`src/rtl/dds_top.sv`:
```
// dds_top: single-clock DDS waveform generator for an 8-bit offset-binary DAC.
// A 32-bit phase accumulator addresses a sine/square/triangle/sawtooth generator.
// An active-low key, synchronised and debounced, cycles through the waveforms.
module dds_top #(
  parameter logic [31:0] FTW          = 32'h0020_0000,
  parameter int          DEBOUNCE_CYC = 4
) (
  input  logic       iclk,
  input  logic       irstn,
  input  logic       ikey_sel_n,
  output logic [7:0] owdac_num
);

  localparam int                CNT_W   = $clog2(DEBOUNCE_CYC + 1);
  localparam logic [CNT_W-1:0]  CNT_MAX = CNT_W'(DEBOUNCE_CYC);

  // First quadrant of round(127.5 + 127.5*sin(2*pi*k/256)), k = 0..63.
  // The peak at k = 64 is not stored; it is substituted directly below.
  localparam logic [7:0] SINE_Q [64] = '{
    8'd128, 8'd131, 8'd134, 8'd137, 8'd140, 8'd143, 8'd146, 8'd149,
    8'd152, 8'd155, 8'd158, 8'd162, 8'd165, 8'd167, 8'd170, 8'd173,
    8'd176, 8'd179, 8'd182, 8'd185, 8'd188, 8'd190, 8'd193, 8'd196,
    8'd198, 8'd201, 8'd203, 8'd206, 8'd208, 8'd211, 8'd213, 8'd215,
    8'd218, 8'd220, 8'd222, 8'd224, 8'd226, 8'd228, 8'd230, 8'd232,
    8'd234, 8'd235, 8'd237, 8'd238, 8'd240, 8'd241, 8'd243, 8'd244,
    8'd245, 8'd246, 8'd248, 8'd249, 8'd250, 8'd250, 8'd251, 8'd252,
    8'd253, 8'd253, 8'd254, 8'd254, 8'd254, 8'd255, 8'd255, 8'd255
  };

  logic [1:0]       r_rst_sync;
  logic             w_rst_n;
  logic [31:0]      r_phase;
  logic             r_ks1;
  logic             r_ks2;
  logic [CNT_W-1:0] r_cnt;
  logic             r_armed;
  logic [1:0]       r_sel;
  logic             w_press;
  logic [7:0]       w_addr;
  logic [5:0]       w_q_idx;
  logic [7:0]       w_half;
  logic [7:0]       w_sine;
  logic [7:0]       w_tri;
  logic [7:0]       w_wave;

  // Internal reset: asserts with irstn, releases two clocks after irstn rises.
  always_ff @(posedge iclk or negedge irstn) begin
    if (!irstn) r_rst_sync <= 2'b00;
    else        r_rst_sync <= {r_rst_sync[0], 1'b1};
  end

  assign w_rst_n = r_rst_sync[1];

  // Phase accumulator, free-running modulo 2^32.
  always_ff @(posedge iclk or negedge w_rst_n) begin
    if (!w_rst_n) r_phase <= 32'd0;
    else          r_phase <= r_phase + FTW;
  end

  // Two-stage synchroniser for the asynchronous key; idles high.
  always_ff @(posedge iclk or negedge w_rst_n) begin
    if (!w_rst_n) begin
      r_ks1 <= 1'b1;
      r_ks2 <= 1'b1;
    end else begin
      r_ks1 <= ikey_sel_n;
      r_ks2 <= r_ks1;
    end
  end

  // A press fires on the clock where the low run reaches DEBOUNCE_CYC samples.
  assign w_press = !r_ks2 && r_armed && (r_cnt == CNT_MAX - 1'b1);

  // Debounce counter; armed re-enables only once the key is seen released.
  always_ff @(posedge iclk or negedge w_rst_n) begin
    if (!w_rst_n) begin
      r_cnt   <= '0;
      r_armed <= 1'b1;
    end else if (r_ks2) begin
      r_cnt   <= '0;
      r_armed <= 1'b1;
    end else begin
      if (r_cnt != CNT_MAX) r_cnt <= r_cnt + 1'b1;
      if (w_press)          r_armed <= 1'b0;
    end
  end

  // Waveform select: sine -> square -> triangle -> sawtooth -> sine.
  always_ff @(posedge iclk or negedge w_rst_n) begin
    if (!w_rst_n)     r_sel <= 2'd0;
    else if (w_press) r_sel <= r_sel + 2'd1;
  end

  assign w_addr = r_phase[31:24];

  // Waveform lookup; sine mirrors on a[6] (index 64-a) and inverts on a[7].
  always_comb begin
    w_q_idx = w_addr[6] ? (6'd0 - w_addr[5:0]) : w_addr[5:0];
    w_half  = (w_addr[6] && (w_addr[5:0] == 6'd0)) ? 8'd255 : SINE_Q[w_q_idx];
    w_sine  = w_addr[7] ? ~w_half : w_half;
    w_tri   = w_addr[7] ? ~{w_addr[6:0], 1'b0} : {w_addr[6:0], 1'b0};
    w_wave  = w_sine;
    case (r_sel)
      2'd0:    w_wave = w_sine;
      2'd1:    w_wave = w_addr[7] ? 8'd0 : 8'd255;
      2'd2:    w_wave = w_tri;
      default: w_wave = w_addr;
    endcase
  end

  // Registered DAC output.
  always_ff @(posedge iclk or negedge w_rst_n) begin
    if (!w_rst_n) owdac_num <= 8'd0;
    else          owdac_num <= w_wave;
  end

endmodule

```
`config.mk`:
```
export PLATFORM = sky130hd
export DESIGN_NAME = dds_top
export DESIGN_NICKNAME = d
export VERILOG_FILES = /design/src/rtl/dds_top.sv
export SDC_FILE = /design/constraint.sdc
export NUM_CORES = 1
export LEC_CHECK = 0
export BUFFER_PORTS_ARGS = -buffer_cell sky130_fd_sc_hd__buf_4
export CAP_MARGIN = 0
export CORE_MARGIN = 1.5
export CORE_UTILIZATION = 35
export CTS_CLUSTER_DIAMETER = 120
export DETAILED_ROUTE_END_ITERATION = 16
export GPL_ROUTABILITY_DRIVEN = 0
export MAX_ROUTING_LAYER = met4
export PLACE_DENSITY = 0.5
export SYNTH_ARGS = -nofsm -noshare
export SYNTH_HDL_FRONTEND = slang
export SYNTH_SLANG_ARGS = --single-unit
```
`constraint.sdc`:
```
create_clock -name iclk -period 1.4 [get_ports iclk]
set_clock_uncertainty 0.15 [all_clocks]
set_input_delay 0.21 -clock iclk [delete_from_list [all_inputs] [get_ports iclk]]
set_output_delay 0.21 -clock iclk [all_outputs]
set_load 0.02 [all_outputs]
```
==> run metrics, run 1 <==
max cap viols=0; gr ovfl total=0; critical path arrival=2.71 ns; DR vias/cell=5.36; Synth Area per Inst=8.62 um2; Sw Pwr=1.28 mW; Slew Limit Fails=0; measured slew at the worst slew-check pin=0.615 ns; Reg power frac=30.3%; Net count, final=395; combinational share of power=45.1%; CTS max path bufs=2; clk_lat worst skew=0.28 ns; violated checks=setup timing; largest net degree at the start of global routing=28; CTS tree=yes; clock share of power=24.5%; total CTS buffers=5; number of enable flip-flop cells after synthesis=0; Pleak=1.68 nW; Hold Slack=0.0901 ns; Fmax achieved=369 MHz; post-synthesis sequential area ratio=30.0%; worst relative slew slack=58.7%; Clock transition at path regs=0.07 ns; clk sinks=29; fin crit share=194%; first-pass detailed-route iteration total=4; Final HPWL DP=5.41 mm; number of global-route vias before repair=2391; Power Dens Cells=1010 mW/mm2; final instance area=0.00371 mm2; Die Span Y=86.3 um; Post-Place Cells=438; setup total negative slack=-9.33 ns; Initial Util=36.0%; Initial DRC Count=137; initial antenna violation count=0; Routed Wire Length=7.27 mm; most frequent cells in the layout=99 x buf_4, 23 x dfrtp_1, 19 x nand2_1, 16 x nor2_1, 16 x xnor2_1; DR vias=2446; IO buf count=10; switch share=34.0%; first-pass GRT wire length=11.6 mm; asr flop ratio synth=100%; prevailing post-synth register cell=dfrtp_1; Antenna Nets Post-Route=0; Setup crit end kind=flop; # diodes=0; Max rail drop VDD=0.396 mV; min Tclk post-route=2.71 ns; Yosys reg bits=29; final setup vio count=14; count of warnings emitted by yosys=0; Hold Path Class=in -> async; crit-path max FO=7; Final WS setup=-1.31 ns; Remaining DRCs=0; number of hold violations in the final report=0; Util after Layout=55.0%; die area=0.00745 mm2; num rows=30; Gate Count Post-Synth=282; die width=86.3 um; core area=0.00676 mm2; final cell count without fillers=456; kind of start point of the critical path=flop; outcome=complete, but fails checks; Worst Path Required=1.40 ns; post-synthesis net count=302; cell-internal power=2.48 mW; DP Area=0.00330 mm2; RSZ-0062 raised after global routing=true; share of layout cells above drive strength 1=45.7%; Netlist Area Pre-Place=0.00243 mm2; IO Pins=11; Syn-to-layout area delta=52.8%; commonest non-fill, non-tap cell in the layout=buf_4; htree depth=2; GRT Total Usage=20.5%; CP Class=reg -> reg; clock root cell=clkbuf_8; drt wl/cell=15.9 um; synth unique cells=59
area by class of cell:
class,count,area [um2]
clock inverters,2,37.5
clock buffers,6,82.6
multi-input cells,214,1840
fillers,626,3040
well taps,80,100
flip-flops and latches,29,733
repair buffers,107,848
inverters,18,75.1
flip-flops by register name, summed over array words and instances, names as in the netlist:
name,count
owdac_num,8
r_phase,11
r_ks1,1
r_armed,1
r_ks2,1
r_rst_sync,2
r_cnt,3
r_sel,2
stage by stage:
stage / setup slack, ns / total power [mW]
after CTS: -1.31 / 3.60
after detailed placement: -1.45 / 2.64
final: -1.31 / 3.75
after global placement: -1.40 / 2.61
after floorplan: -1.31 / 2.04
after global routing: -1.40 / 4.00
layer usage:
layer	share of wire, %	track usage, %
met5	0	-
met4	2.2	6.74
met3	3.1	3.14
met2	48	33.0
met1	47	26.5
cells in the mapped netlist (4+ instances only):
| cell | n | area share [%] |
|---|---|---|
| ha_1 | 17 | 8.7 |
| inv_1 | 16 | 2.5 |
| nor3_1 | 7 | 1.4 |
| dfrtp_1 | 26 | 27 |
| nor2b_1 | 7 | 1.8 |
| buf_2 | 6 | 1.2 |
| a31oi_1 | 5 | 1.3 |
| xnor2_1 | 18 | 6.5 |
| a21oi_1 | 16 | 3.3 |
| mux2i_1 | 7 | 2.9 |
| o21ai_0 | 10 | 2.1 |
| o22ai_1 | 6 | 1.5 |
| nor2_1 | 19 | 2.9 |
| clkbuf_1 | 11 | 1.7 |
| nand2_1 | 21 | 3.2 |
| o211ai_1 | 4 | 1.2 |
| a211o_1 | 4 | 1.4 |
| nand3_1 | 8 | 1.6 |
| xor2_1 | 9 | 3.2 |
| o311ai_0 | 4 | 1.4 |
power groups by stage:
stage,registers (mW),logic (mW),clock network (mW)
floorplan,1.29,0.755,0
global placement,1.15,1.46,0
detailed placement,1.15,1.49,0
CTS,1.13,1.53,0.938
global route,1.16,1.85,0.992
finish,1.14,1.69,0.921
cells by family (layout without fill, tap and decap cells):
family	count (synthesis)	count (layout)	synth area share, %
flops	29	29	30.0
xor+xnor	27	27	9.73
compound gates	79	79	23.7
buf+inv	39	133	6.64
fa+ha+maj	17	17	8.75
other cells	1	1	0.154
simple gates	79	79	16.3
mux	11	11	4.73
worst max-delay path: stages, from the launching register on:
cell and delay (ns):
dfrtp_2 0.42, inv_4 0.09, ha_4 0.13, or3b_4 0.40, a211o_4 0.40, nor2_1 0.15, nor3_1 0.10, a2111oi_4 0.41
mux2i_1 0.23, o211ai_1 0.10
final timing paths:
kind / from / to / slack [ns] / cells after the start
max: r_phase[24] / owdac_num[1] / -1.31 / 9
max reg2reg: r_phase[24] / owdac_num[1] / -1.31 / 9
min in group iclk: r_rst_sync[0] / r_rst_sync[1] / 0.20 / 0
min reg2reg: r_rst_sync[1] / r_cnt[0] / 0.09 / 1
min: irstn / r_rst_sync[0] / 0.09 / 2
max in group asynchronous: r_rst_sync[1] / r_armed / 0.70 / 1
repair_timing:
action / in CTS / in global routing
buffers inserted: 2 / 6
pin swaps: 5 / 10
hold endpoints to repair: 3 / 0
gates resized for setup: 19 / 30
hold buffers: 2 / 0
setup endpoints to repair: 15 / 17
(Power assumes the default switching activity.)
==> inputs of run 2 (changes only) <==
==> constraint.sdc (replaced) <==
create_clock -name iclk -period 2.9 [get_ports iclk]
set_clock_uncertainty 0.15 [all_clocks]
set_input_delay 0.435 -clock iclk [delete_from_list [all_inputs] [get_ports iclk]]
set_output_delay 0.435 -clock iclk [all_outputs]
set_load 0.02 [all_outputs]
==> run metrics, run 2 (same netlist as run 1, synthesis figures left out) <==
outcome=completed; Fmax achieved=359 MHz; final setup vio count=0; Multi-input gate area=0.00161 mm2; CP max stage cell=dfrtp_2; Pleak=1.29 nW; worst slack at placement=-0.0228 ns; crit-path max FO=4; critical path arrival=2.85 ns; CP bufs+invs=1; crit-path max cell delay=0.40 ns; reg-to-reg setup timing slack=0.12 ns; max reg flops=11; htree depth=2; clk_lat worst skew=0.29 ns; Syn-to-layout area delta=21.7%; GRT Total Usage=18.1%; most frequent cells in the layout=40 x buf_4, 24 x dfrtp_1, 21 x nand2_1, 18 x nor2_1, 18 x xnor2_1; die area=0.00745 mm2; gr ovfl total=0; worst r2r dst=owdac_num[2]; Final WS setup=0.118 ns; Initial DRC Count=121; filler instances=668; Setup crit end kind=flop; number of global-route vias before repair=2114; clk sinks=29; die width=86.3 um; Antenna Nets Post-Route=0; Util after Layout=43.8%; Final HPWL DP=4.62 mm; reg2reg start=r_phase[24]; Die Span Y=86.3 um; # diodes=0; core area=0.00676 mm2; largest net degree at the start of global routing=19; CTS tree=yes; worst reg2reg path depth=12; DR vias/cell=5.55; Hold Path Class=reg -> async; Power Dens Cells=530 mW/mm2; Routed Wire Length=6.14 mm; IO Pins=11; num rows=30; worst relative slew slack=60.7%; DR vias=2170; CP dominant cell by count=ha_1; kind of start point of the critical path=flop; max cap viols=0; number of hold violations in the final report=0; post-CTS setup buffer count=0; clock root cell=clkbuf_8; measured slew at the worst slew-check pin=0.589 ns; cell-by-cell trace of the critical path=inv_2 -> ha_1 -> nand2_1 -> o21ai_2 -> ha_1 -> or2_2 -> a32o_1 -> a21oi_2 -> mux2_2 -> o22ai_1 -> mux2_1 -> nor2_1; min Tclk post-route=2.78 ns; Initial Util=36.0%; Max rail drop VDD=0.235 mV; drt wl/cell=15.7 um; Net count, final=330; Slew Limit Fails=0; Remaining DRCs=0; IO buf count=10; Hold Slack=0.0762 ns; initial antenna violation count=0; biggest regs=r_phase (11), owdac_num (8), r_cnt (3); fin crit share=95.9%; CP delay by family, top=compound AO/OA/AOI/OAI gates; RSZ-0062 raised after global routing=true; CTS max path bufs=2; total CTS buffers=5; Clock transition at path regs=0.08 ns; commonest non-fill, non-tap cell in the layout=buf_4; first-pass detailed-route iteration total=4; first-pass GRT wire length=10.3 mm; CP Class=reg -> reg; Worst Path Required=2.97 ns; register area=732 um2; share of layout cells above drive strength 1=24.4%; Reg with most FFs=r_phase
run 2: worst max path at each step:
| stage | from | endpoint | slack (ns) | cells past startpoint |
|---|---|---|---|---|
| 2_1_floorplan | r_phase[25] | owdac_num[2] | -0.02 | 13 |
| 3_3_place_gp | r_phase[24] | owdac_num[2] | 0.04 | 11 |
| 3_5_place_dp | r_phase[24] | owdac_num[2] | -0.02 | 11 |
| 4_1_cts | r_phase[24] | owdac_num[2] | 0.007 | 12 |
| 5_1_grt | r_phase[24] | owdac_num[2] | -0.02 | 12 |
| 6_report | r_phase[24] | owdac_num[2] | 0.12 | 12 |
run 2: metrics by stage:
stage,cells,area (um2),setup TNS (ns),power [mW]
after floorplan,282,2440,-0.0178,0.970
after global placement,382,2770,0,1.13
after detailed placement,382,2770,-0.0228,1.14
after CTS,391,2900,0,1.58
after global routing,391,2960,-0.0192,1.69
final,391,2960,0,1.57
run 2: cell type report:
cell class	instances	area share, %
clock buffers	5	2.33
clock inverters	3	1.57
inverters	18	2.28
multi-input cells	214	54.5
flip-flops and latches	29	24.7
well taps	80	3.38
repair buffers	42	11.2
run 2: layer usage:
| metal | track usage [%] | routed length (um) | up-vias |
|---|---|---|---|
| met5 | - | 0 | - |
| met4 | 4.99 | 144 | 0 |
| met3 | 4.00 | 204 | 13 |
| met2 | 28.2 | 2870 | 48 |
| met1 | 23.9 | 2920 | 1044 |
| li1 | - | - | 1065 |
run 2: power breakdown:
group,internal (mW),switching (mW)
Combinational,0.256,0.327
Sequential,0.501,0.0512
Clock,0.257,0.176
run 2: what timing repair did:
item	in CTS	in global routing
pin swaps	0	4
setup endpoints to repair	1	7
hold buffers	1	0
resized for setup	2	13
endpoints found under the hold margin	2	0
==> inputs of run 3 (changes only) <==
==> constraint.sdc (replaced) <==
create_clock -name iclk -period 2.65 [get_ports iclk]
set_clock_uncertainty 0.15 [all_clocks]
set_input_delay 0.3975 -clock iclk [delete_from_list [all_inputs] [get_ports iclk]]
set_output_delay 0.3975 -clock iclk [all_outputs]
set_load 0.02 [all_outputs]
==> run metrics, run 3 (same netlist as run 1, synthesis figures left out) <==
share of layout cells above drive strength 1=36.6%; Power Dens Cells=521 mW/mm2; Clock transition at path regs=0.07 ns; Die Span Y=86.3 um; first-pass detailed-route iteration total=4; Hold Path Class=in -> reg; CTS max path bufs=2; violated checks=setup timing; Net count, final=358; most frequent cells in the layout=66 x buf_4, 24 x dfrtp_1, 20 x nand2_1, 18 x nor2_1, 16 x xnor2_1; total chip power=1.74 mW; number of global-route vias before repair=2304; final cell count without fillers=419; clk_lat worst skew=0.28 ns; DR vias=2261; Slew Limit Fails=0; max reg flops=11; number of hold violations in the final report=0; min Tclk post-route=2.69 ns; die width=86.3 um; Final HPWL DP=4.90 mm; Syn-to-layout area delta=37.7%; Max rail drop VDD=0.207 mV; clk sinks=29; Post-Place Cells=406; Pleak=1.47 nW; kind of start point of the critical path=flop; Routed Wire Length=6.49 mm; Worst Path Required=2.65 ns; drt wl/cell=15.5 um; worst relative slew slack=50.4%; largest net degree at the start of global routing=20; worst slack at placement=-0.111 ns; max cap viols=0; IO Pins=11; IO buf count=10; Initial Util=36.0%; DR vias/cell=5.40; Antenna Nets Post-Route=0; Initial DRC Count=116; Remaining DRCs=0; total CTS buffers=5; crit-path max FO=6; setup total negative slack=-0.0439 ns; # diodes=0; Reg with most FFs=r_phase; measured slew at the worst slew-check pin=0.744 ns; outcome=complete, but fails checks; biggest regs=r_phase (11), owdac_num (8), r_cnt (3); RSZ-0062 raised after global routing=true; first-pass GRT wire length=11.0 mm; CTS tree=yes; htree depth=2; commonest non-fill, non-tap cell in the layout=buf_4; fin crit share=101%; final setup vio count=2; core area=0.00676 mm2; CP Class=reg -> reg; GRT Total Usage=19.0%; Setup crit end kind=flop; num rows=30; die area=0.00745 mm2; Fmax achieved=372 MHz; initial antenna violation count=0; critical path arrival=2.68 ns; clock root cell=clkbuf_8; Final WS setup=-0.0361 ns; gr ovfl total=0
## run 3: cell count changes in the layout (fill, tap and decap cells not counted), sizes merged
cell    change
buf        +28
clkbuf      +1
clkinv      -1
## run 3: area by class of cell
cell class	instances	area, um2
Sequential cell	29	732
Clock buffer	6	82.6
Fill cell	634	3410
Multi-Input combinational cell	214	1780
Inverter	18	75.1
Tap cell	80	100
Clock inverter	2	37.5
Timing Repair Buffer	70	539
## run 3: stage by stage
step           util [%]  instance area (um2)  hold WS (ns)
6_report           49.5                 3350        0.0715
5_1_grt            49.5                 3350        0.0540
4_1_cts            47.4                 3200        0.0583
3_5_place_dp       44.2                 2990        0.0316
3_3_place_gp       44.2                 2990        0.0317
2_1_floorplan         -                 2510       -0.0481
## run 3: worst max-delay path, cell delays in order, from the launching register on
cell and delay (ns):
dfrtp_1 0.43, inv_6 0.09, ha_4 0.12, or3b_4 0.40, a211o_4 0.38, mux2_4 0.22, o22ai_4 0.07, a2111oi_4 0.34
mux2i_1 0.24, o211ai_1 0.11
## run 3: final timing paths
| kind | startpoint | endpoint | slack, ns | cells after the start |
|---|---|---|---|---|
| worst min-delay path | ikey_sel_n | r_ks1 | 0.07 | 1 |
| min in group asynchronous | r_rst_sync[1] | r_cnt[0] | 0.16 | 0 |
| worst max register to register | r_phase[25] | owdac_num[1] | -0.04 | 9 |
| worst min register to register | r_rst_sync[1] | r_cnt[0] | 0.16 | 0 |
| worst max-delay path | r_phase[25] | owdac_num[1] | -0.04 | 9 |
| max in group asynchronous | r_rst_sync[1] | r_armed | 1.50 | 1 |
## run 3: power breakdown
| part | internal [mW] | switching, mW | total [mW] |
|---|---|---|---|
| combinational | 0.296 | 0.364 | 0.659 |
| sequential | 0.548 | 0.0590 | 0.607 |
| clock | 0.305 | 0.171 | 0.476 |
## run 3: per-layer routing
metal	part of all wire, %	vias to the layer above	GRT usage, %
met5	0	-	-
met4	0.86	0	5.72
met3	1.7	4	2.57
met2	48	27	31.0
met1	49	1108	24.6
li1	-	1122	-
## run 3: what timing repair did
action / 4_1_cts / 5_1_grt
pin swaps: 8 / 11
endpoints found under the setup margin: 5 / 7
hold buffers: 1 / 0
resized for setup: 15 / 23
buffers inserted: 2 / 2
hold endpoints to repair: 2 / 0
cloned: 0 / 0
